===== config.mk =====
export PLATFORM = sky130hd
export DESIGN_NAME = bft_stream_injector
export DESIGN_NICKNAME = d
export VERILOG_FILES = /design/src/rtl/bft_pkg.sv /design/src/rtl/bft_credit_counter.sv /design/src/rtl/bft_stream_injector.sv
export SDC_FILE = /design/constraint.sdc
export NUM_CORES = 1
export LEC_CHECK = 0
export BUFFER_PORTS_ARGS = -buffer_cell sky130_fd_sc_hd__buf_2
export CELL_PAD_IN_SITES_DETAIL_PLACEMENT = 0
export CELL_PAD_IN_SITES_GLOBAL_PLACEMENT = 1
export CORE_MARGIN = 5
export CORE_UTILIZATION = 37
export DETAILED_ROUTE_END_ITERATION = 10
export PLACE_DENSITY_LB_ADDON = 0.12
export SLEW_MARGIN = 0
export SYNTH_ARGS = -nofsm -noshare
export SYNTH_HDL_FRONTEND = slang
export SYNTH_SLANG_ARGS = --single-unit

===== constraint.sdc =====
create_clock -name clk -period 8.9 [get_ports clk]
set_clock_uncertainty 0.15 [all_clocks]
set_input_delay 0.89 -clock clk [delete_from_list [all_inputs] [get_ports clk]]
set_output_delay 0.89 -clock clk [all_outputs]
set_load 0.02 [all_outputs]

===== src/rtl/bft_pkg.sv =====
// Shared BFT packet layout, credit constants and packet pack/unpack helpers.
package bft_pkg;

    localparam int PKT_W     = 49;
    localparam int PAY_W     = 32;
    localparam int LEAF_W    = 4;
    localparam int PORT_W    = 4;
    localparam int ADDR_W    = 7;
    localparam int RET_W     = 8;

    localparam int VALID_BIT = 48;
    localparam int LEAF_MSB  = 47;
    localparam int LEAF_LSB  = 44;
    localparam int PORT_MSB  = 43;
    localparam int PORT_LSB  = 40;
    localparam int SEQ_MSB   = 39;
    localparam int SEQ_LSB   = 33;
    localparam int CTRL_BIT  = 32;

    // One extra bit so the full-buffer value 2^ADDR_W is representable.
    localparam int CREDIT_BITS = ADDR_W + 1;
    localparam int SUM_W       = CREDIT_BITS + 1;
    localparam logic [CREDIT_BITS-1:0] CREDIT_MAX = CREDIT_BITS'(2 ** ADDR_W);

    typedef enum logic {
        ST_IDLE = 1'b0,
        ST_RUN  = 1'b1
    } inj_state_t;

    typedef struct packed {
        logic              valid;
        logic [LEAF_W-1:0] leaf;
        logic [PORT_W-1:0] port;
        logic [ADDR_W-1:0] seq;
        logic              ctrl;
        logic [PAY_W-1:0]  payload;
    } bft_pkt_t;

    function automatic logic [PKT_W-1:0] pack_pkt(
        input logic [LEAF_W-1:0] leaf,
        input logic [PORT_W-1:0] port,
        input logic [ADDR_W-1:0] seq,
        input logic              ctrl,
        input logic [PAY_W-1:0]  payload
    );
        logic [PKT_W-1:0] raw;
        raw                    = '0;
        raw[VALID_BIT]         = 1'b1;
        raw[LEAF_MSB:LEAF_LSB] = leaf;
        raw[PORT_MSB:PORT_LSB] = port;
        raw[SEQ_MSB:SEQ_LSB]   = seq;
        raw[CTRL_BIT]          = ctrl;
        raw[PAY_W-1:0]         = payload;
        return raw;
    endfunction

    function automatic bft_pkt_t unpack_pkt(input logic [PKT_W-1:0] raw);
        bft_pkt_t pkt;
        pkt.valid   = raw[VALID_BIT];
        pkt.leaf    = raw[LEAF_MSB:LEAF_LSB];
        pkt.port    = raw[PORT_MSB:PORT_LSB];
        pkt.seq     = raw[SEQ_MSB:SEQ_LSB];
        pkt.ctrl    = raw[CTRL_BIT];
        pkt.payload = raw[PAY_W-1:0];
        return pkt;
    endfunction

endpackage


===== src/rtl/bft_credit_counter.sv =====
// Saturating credit counter with sticky overflow flag and registered stream-ready.
module bft_credit_counter
    import bft_pkg::*;
(
    input  logic                   clk,
    input  logic                   reset,
    input  logic                   i_send,
    input  logic                   i_ret_vld,
    input  logic [RET_W-1:0]       i_ret,
    input  logic                   i_run_next,
    output logic [CREDIT_BITS-1:0] o_credits,
    output logic                   o_err,
    output logic                   o_ready
);

    logic [CREDIT_BITS-1:0] r_credits;
    logic                   r_err;
    logic                   r_ready;
    logic [RET_W-1:0]       w_ret;
    logic [SUM_W-1:0]       w_sum;
    logic                   w_ovf;
    logic [CREDIT_BITS-1:0] w_next;

    // A send is only possible while credits are non-zero, so the sum never goes negative.
    always_comb begin
        w_ret  = i_ret_vld ? i_ret : '0;
        w_sum  = SUM_W'(r_credits) + SUM_W'(w_ret) - SUM_W'(i_send);
        w_ovf  = (w_sum > SUM_W'(CREDIT_MAX));
        w_next = w_ovf ? CREDIT_MAX : w_sum[CREDIT_BITS-1:0];
    end

    always_ff @(posedge clk or posedge reset) begin
        if (reset) begin
            r_credits <= CREDIT_MAX;
            r_err     <= 1'b0;
            r_ready   <= 1'b0;
        end else begin
            r_credits <= w_next;
            r_err     <= r_err | w_ovf;
            r_ready   <= i_run_next && (w_next != '0);
        end
    end

    assign o_credits = r_credits;
    assign o_err     = r_err;
    assign o_ready   = r_ready;

endmodule


===== src/rtl/bft_stream_injector.sv =====
// AXI-stream to BFT packet injector for a single destination leaf/port, credit throttled.
module bft_stream_injector
    import bft_pkg::*;
#(
    parameter int PACKET_BITS   = 49,
    parameter int PAYLOAD_BITS  = 32,
    parameter int NUM_LEAF_BITS = 4,
    parameter int NUM_PORT_BITS = 4,
    parameter int NUM_ADDR_BITS = 7,
    parameter int SELF_LEAF     = 0,
    parameter int SELF_PORT     = 0
) (
    input  logic                     clk,
    input  logic                     reset,
    input  logic                     ap_start,
    input  logic [NUM_LEAF_BITS-1:0] dest_leaf,
    input  logic [NUM_PORT_BITS-1:0] dest_port,
    input  logic [PAYLOAD_BITS-1:0]  s_tdata,
    input  logic                     s_tvalid,
    output logic                     s_tready,
    input  logic [PACKET_BITS-1:0]   din_bft2injector,
    output logic [PACKET_BITS-1:0]   dout_injector2bft,
    output logic [NUM_ADDR_BITS:0]   credits,
    output logic                     credit_err
);

    inj_state_t               r_state;
    inj_state_t               w_state_next;
    logic [NUM_LEAF_BITS-1:0] r_leaf;
    logic [NUM_PORT_BITS-1:0] r_port;
    logic [NUM_ADDR_BITS-1:0] r_seq;
    logic [PACKET_BITS-1:0]   r_dout;
    logic                     w_run_next;
    logic                     w_latch;
    logic                     w_send;
    logic                     w_upd;
    bft_pkt_t                 w_rx;
    logic                     w_unused_rx;

    always_ff @(posedge clk or posedge reset) begin
        if (reset) begin
            r_state <= ST_IDLE;
        end else begin
            r_state <= w_state_next;
        end
    end

    always_comb begin
        w_state_next = r_state;
        case (r_state)
            ST_IDLE: if (ap_start)  w_state_next = ST_RUN;
            ST_RUN:  if (!ap_start) w_state_next = ST_IDLE;
            default: w_state_next = ST_IDLE;
        endcase
    end

    always_comb begin
        w_run_next = (w_state_next == ST_RUN);
        w_latch    = (r_state == ST_IDLE) && ap_start;
    end

    // Only control packets addressed to this injector's own leaf/port carry credits.
    assign w_rx        = unpack_pkt(din_bft2injector);
    assign w_upd       = w_rx.valid && w_rx.ctrl &&
                         (w_rx.leaf == NUM_LEAF_BITS'(SELF_LEAF)) &&
                         (w_rx.port == NUM_PORT_BITS'(SELF_PORT));
    assign w_unused_rx = ^{w_rx.seq, w_rx.payload[PAY_W-1:RET_W]};
    assign w_send      = s_tvalid && s_tready;

    always_ff @(posedge clk or posedge reset) begin
        if (reset) begin
            r_leaf <= '0;
            r_port <= '0;
            r_seq  <= '0;
            r_dout <= '0;
        end else begin
            if (w_latch) begin
                r_leaf <= dest_leaf;
                r_port <= dest_port;
            end
            if (w_send) begin
                r_seq <= r_seq + 1'b1;
            end
            r_dout <= w_send ? pack_pkt(r_leaf, r_port, r_seq, 1'b0, s_tdata) : '0;
        end
    end

    bft_credit_counter u_credit (
        .clk        (clk),
        .reset      (reset),
        .i_send     (w_send),
        .i_ret_vld  (w_upd),
        .i_ret      (w_rx.payload[RET_W-1:0]),
        .i_run_next (w_run_next),
        .o_credits  (credits),
        .o_err      (credit_err),
        .o_ready    (s_tready)
    );

    assign dout_injector2bft = r_dout;

endmodule

==> results.txt, run 1 <==
status: complete, no violations
Fmax: 227 MHz
Hold Crit Class: flop to flop
Die Span Y: 102 um
Avg Cell Area, Syn: 11.8 sq um
worst slack at placement: 4.08 ns
Power Density: 277 nW/um^2
total clock sinks: 74
drt drc: 0
area of the core: 8220 sq um
final slew viol count: 0
H-tree depth: 3
final core utilization: 0.492
mapped cell area: 3130 sq um
fin cells: 493
fillers: 803
post-route cell area: 4050 sq um
Max-Cap Viols: 0
sequential area share after synthesis: 0.593
GR Util All Layers: 0.136
startpoint types: primary input
post-cts sizing count: 0
Top Ports: 152
first-pass GRT wire length: 11.0 mm
routed vias: 2245
Tot Pwr: 1.12 mW
Setup CP Type: primary input to flop
Clock Latency Late Sink: 0.34 ns
HPWL Detailed: 4.92 mm
most frequent cell after synthesis: dfrtp_1
hold_ws: 0.314 ns
Syn Nets: 376
Post-synth EDFFs: 0
Slew HR: 0.395
area leader, netlist: dfrtp_1
Pre-antenna DRT Iters: 4
Worst EP arrival: 4.49 ns
setup bufs post-CTS: 0
DRT iter0 DRCs: 41
Initial Util: 0.381
GRT overflow: 0
num rows: 33
Final Wtd Congestion: 0.761
Avg WL per Cell: 14.0 um
RR Startpoint: u_credit.o_ready$_DFF_PP0_
Most used DFF post-synth: dfrtp_1
synth unique cells: 38
post-synth top area share: 0.584
Worst Max-Slew Pin Slew: 0.908 ns
pin count of the biggest net entering global routing: 75
CP required: 8.98 ns
Worst-path clk slew: 0.08 ns
launch point of the worst path: din_bft2injector[47]
placed insts: 477
DRT antenna net count: 0
synth cell count leaders: 73 x dfrtp_1, 47 x and3_1, 26 x inv_1
Post-DP Area: 3800 sq um
VDD IR max: 0.000132 V
final setup margin: 4.49 ns
Num CTS Buffers: 9
crit-path max FO: 9
share of async-settable or async-resettable flops after synthesis: 1.00
nets: 494
share of layout cells above drive strength 1: 0.384
Port Buffers: 119
Syn Inst Count: 265
min cycle time layout: 4.41 ns
# setup viols final: 0
CP endpoint kind: flop
Yosys reg bits: 74
area delta synth->final: 29.4%
vias in the first global route: 2233
clock root buffer: clkbuf_8
Clock Tree Buf Depth: 2
Synth area leaders: dfrtp_1 58%, and3_1 9.4%, ha_1 6.8%
Hold Startpoint: r_seq[2]$_DFFE_PP0N_
setup TNS: 0 ns
cell leakage power: 2.33 nW
unrepaired setup endpoints after global routing: false
Post-CTS Hold Buffers: 0
TritonCTS clock tree: built
final hold vios: 0
Synthesis Warnings: 0
Antenna Cells: 0
final WL: 6.92 mm
Final period util: 0.495
DR vias/cell: 4.55
Die Area: 10400 sq um
die width: 102 um
initial antenna violation count: 0
## cell usage in the layout (no fill, tap or decap), drive strengths merged, types with 2 or more instances in the layout
master	n
a21o	4
or4	2
clkbuf	10
a21oi	3
nor2	11
dfrtp	73
inv	27
xnor2	9
o21ai	4
bufinv	3
mux2	9
buf	121
nor2b	2
xor2	4
a31oi	2
nor3	2
nand4	3
and2	4
nand2	12
and3	47
nand3	2
clkinvlp	2
ha	17
## layout make-up
type	count	area, sq um	share of cell area
flip-flops and latches	74	1850	0.458
multi-input cells	151	1110	0.275
repair buffers	121	611	0.151
well taps	105	131	0.0325
clock buffers	10	128	0.0315
clock inverters	6	114	0.0281
inverters	26	97.6	0.0241
## per-layer routing
layer | part of all wire | GRT usage | vias up | routed length [um]
met5 | 0 | 0 | - | 0
met4 | 0.014 | 0.0605 | 0 | 95
met3 | 0.065 | 0.0273 | 10 | 449
met2 | 0.49 | 0.219 | 54 | 3410
met1 | 0.43 | 0.177 | 1062 | 2960
li1 | - | - | 1119 | -
## path summary, 6_finish.rpt
check | endpoint | depth (start not counted) | slack (ns)
max in group asynchronous | dout_injector2bft[8]$_DFF_PP0_ | 3 | 7.35
hold reg to reg | r_seq[2]$_DFFE_PP0N_ | 1 | 0.31
setup / recovery | u_credit.o_ready$_DFF_PP0_ | 12 | 4.49
setup reg to reg | u_credit.o_ready$_DFF_PP0_ | 13 | 5.30
hold / removal | r_seq[2]$_DFFE_PP0N_ | 1 | 0.31
min in group asynchronous | dout_injector2bft[42]$_DFF_PP0_ | 3 | 0.68
## state kept, by name (all words and copies together) (netlist names)
| name | count |
|---|---|
| u_credit.o_ready | 1 |
| r_seq | 7 |
| r_leaf | 4 |
| r_state | 1 |
| r_port | 4 |
| u_credit.o_credits | 8 |
| dout_injector2bft | 48 |
| u_credit.o_err | 1 |
## cells by family (layout without fill, tap and decap cells)
group | count (synthesis) | in the layout | synth area share
xor+xnor | 13 | 13 | 0.0364
flops | 74 | 74 | 0.593
mux | 9 | 9 | 0.0324
buf+inv | 40 | 163 | 0.0516
compound gates | 20 | 20 | 0.0460
fa+ha+maj | 18 | 18 | 0.0744
simple gates | 90 | 90 | 0.165
other cells | 1 | 1 | 0.00120
## power by group
part           internal (mW)  leakage [nW]  total, mW  switching [mW]
Clock                  0.187         0.113      0.316           0.128
Combinational          0.165          1.25      0.397           0.232
Sequential             0.385         0.966      0.408          0.0238
## critical path, cell delays in order
cell and delay, ns:
buf_2 0.10, or4_1 0.52, nor4_2 0.65, nand2_1 0.12
ha_1 0.34, fa_1 0.47, and2b_1 0.22, o2111ai_1 0.14
a21bo_1 0.25, a21o_1 0.18, o221a_1 0.37, o21a_1 0.23
Power figures use the tool's default switching activity.
==> run 2: changes to the inputs <==
--- a/config.mk
+++ b/config.mk
@@ -5,11 +5,12 @@
 export SDC_FILE = /design/constraint.sdc
 export NUM_CORES = 1
 export LEC_CHECK = 0
+export ABC_AREA = 1
 export BUFFER_PORTS_ARGS = -buffer_cell sky130_fd_sc_hd__buf_2
 export CELL_PAD_IN_SITES_DETAIL_PLACEMENT = 0
 export CELL_PAD_IN_SITES_GLOBAL_PLACEMENT = 1
 export CORE_MARGIN = 5
-export CORE_UTILIZATION = 37
+export CORE_UTILIZATION = 33
 export DETAILED_ROUTE_END_ITERATION = 10
 export PLACE_DENSITY_LB_ADDON = 0.12
 export SLEW_MARGIN = 0
==> constraint.sdc (replaced) <==
create_clock -name clk -period 4.3 [get_ports clk]
set_clock_uncertainty 0.15 [all_clocks]
set_input_delay 0.43 -clock clk [delete_from_list [all_inputs] [get_ports clk]]
set_output_delay 0.43 -clock clk [all_outputs]
set_load 0.02 [all_outputs]
==> results.txt, run 2 <==
status: complete, no violations
Initial Util: 0.337
mapped cell area: 3300 sq um
Port Buffers: 119
Syn Inst Count: 380
Comb power frac: 0.414
post-synth top area share: 0.554
CP top delay family: simple AND/OR/NAND/NOR gates
Crit-path slowest cell: fa_1
first-pass GRT wire length: 11.4 mm
Final Wtd Congestion: 0.721
Setup CP Type: primary input to flop
H-tree depth: 3
vias in the first global route: 2435
DRT iter0 DRCs: 108
# setup viols final: 0
DR vias/cell: 3.93
Num CTS Buffers: 9
share of layout cells above drive strength 1: 0.302
Syn Nets: 491
Worst EP arrival: 3.13 ns
share of async-settable or async-resettable flops after synthesis: 1.00
CP endpoint kind: flop
Slew HR: 0.387
part of the power in registers: 0.339
Synth area leaders: dfrtp_1 55%, inv_1 12%, nor2_1 7.7%
Post-CTS Hold Buffers: 0
P_int: 1.53 mW
initial antenna violation count: 0
Final period util: 0.711
Yosys reg bits: 74
synth unique cells: 27
setup bufs post-CTS: 0
setup TNS: 0 ns
P_sw: 1.02 mW
clock root buffer: clkbuf_8
buffers and inverters on the worst path: 3
most frequent cell after synthesis: inv_1
CP required: 4.38 ns
Power Density: 597 nW/um^2
Fmax: 327 MHz
cell leakage power: 2.70 nW
Routed met2 length: 3.28 mm
Synthesis Warnings: 0
Hold Crit Class: primary input to flop
HPWL Detailed: 5.50 mm
most common cell after layout, fill and taps aside: buf_2
Largest stage delay, worst path: 0.45 ns
DRT antenna net count: 0
area of the core: 9770 sq um
TritonCTS clock tree: built
Post-synth EDFFs: 0
Worst Max-Slew Pin Slew: 0.919 ns
area leader, netlist: dfrtp_1
Tot Pwr: 2.55 mW
Top Ports: 152
GRT overflow: 0
clock share of power: 0.247
GR Util All Layers: 0.122
post-cts sizing count: 0
nets: 616
total clock sinks: 74
Most used DFF post-synth: dfrtp_1
fillers: 1032
startpoint types: primary input
unrepaired setup endpoints after global routing: false
sequential area share after synthesis: 0.562
Die Span Y: 110 um
Worst-path clk slew: 0.08 ns
max reg flops: 48
drt drc: 0
CP most frequent cell: nand2_1
synth cell count leaders: 108 x inv_1, 73 x dfrtp_1, 68 x nor2_1
final hold vios: 0
crit path cell chain: buf_2, nor4_1, and3_1, nand2_1, inv_1, nand2_1, ha_1, fa_1, inv_1, nand2_1, nand2_2, nand2_2, nand2_1, nand3_1, nor2_1, nand3_1, nand2_2, nand2_4, or2_1
Pre-antenna DRT Iters: 4
routed vias: 2528
VDD IR max: 0.000232 V
sw frac: 0.400
Top Layer Used: met4
Antenna Cells: 0
Max-Cap Viols: 0
DR WL met3: 548 um
min cycle time layout: 3.06 ns
final WL: 7.28 mm
Clock Latency Late Sink: 0.34 ns
Clock Tree Buf Depth: 2
pin count of the biggest net entering global routing: 48
crit-path max FO: 7
Avg Cell Area, Syn: 8.68 sq um
final core utilization: 0.438
area delta synth->final: 29.8%
num rows: 36
met1 WL: 3.38 mm
die width: 110 um
Avg WL per Cell: 11.3 um
Die Area: 12100 sq um
final slew viol count: 0
commonest non-fill, non-tap cells in the layout: 119 x buf_2, 107 x inv_1, 73 x dfrtp_1, 68 x nor2_1, 50 x nand2_1
==> run 2: cell families after synthesis <==
group | Yosys count | synth area share
buffers and inverters | 117 | 0.134
AO/OA/AOI/OAI | 14 | 0.0228
AND/OR/NAND/NOR | 151 | 0.196
other | 1 | 0.00114
XOR/XNOR | 5 | 0.0133
adder cells (fa/ha/maj) | 18 | 0.0706
flip-flops | 74 | 0.562
==> run 2: metal layers <==
metal | vias to the layer above | GRT usage
met5 | - | 0
met4 | 0 | 0.0374
met3 | 6 | 0.0320
met2 | 76 | 0.189
met1 | 1100 | 0.166
li1 | 1346 | -
==> run 2: final timing paths <==
check	from	endpoint	slack, ns	cells past startpoint
max in group asynchronous	reset	dout_injector2bft[17]$_DFF_PP0_	2.90	3
worst min register to register	r_seq[6]$_DFFE_PP0N_	r_seq[6]$_DFFE_PP0N_	0.32	1
min in group asynchronous	reset	dout_injector2bft[1]$_DFF_PP0_	0.15	2
worst max-delay path	din_bft2injector[45]	u_credit.o_err$_DFF_PP0_	1.24	19
worst max register to register	u_credit.o_ready$_DFF_PP0_	u_credit.o_err$_DFF_PP0_	1.37	18
worst min-delay path	ap_start	r_state$_DFF_PP0_	0.08	1
==> run 2: area by class of cell <==
type,instances,area (sq um),share of cell area
Sequential cell,74,1850,0.433
Inverter,110,413,0.0965
Tap cell,133,166,0.0389
Clock inverter,6,97.6,0.0228
Multi-Input combinational cell,189,1000,0.234
Timing Repair Buffer,121,611,0.143
Clock buffer,10,138,0.0322
==> run 2: power groups by stage <==
stage                     combinational [mW]  clock (mW)  sequential, mW
final                                   1.06       0.632           0.866
after global routing                    1.23       0.686           0.880
after CTS                               1.08       0.656           0.867
after detailed placement                1.08           0           0.881
after global placement                  1.07           0           0.876
after floorplan                        0.692           0           0.978
==> run 2: per-stage QoR <==
stage | instance area [sq um] | worst slack (ns) | instances | hold slack (ns)
finish | 4280 | 1.24 | 643 | 0.0834
global route | 4280 | 0.971 | 643 | 0.0656
CTS | 4280 | 1.20 | 643 | 0.0634
detailed placement | 4050 | 0.834 | 627 | 0.307
global placement | 4050 | 0.882 | 627 | 0.297
floorplan | 3300 | 1.27 | 380 | 0.292
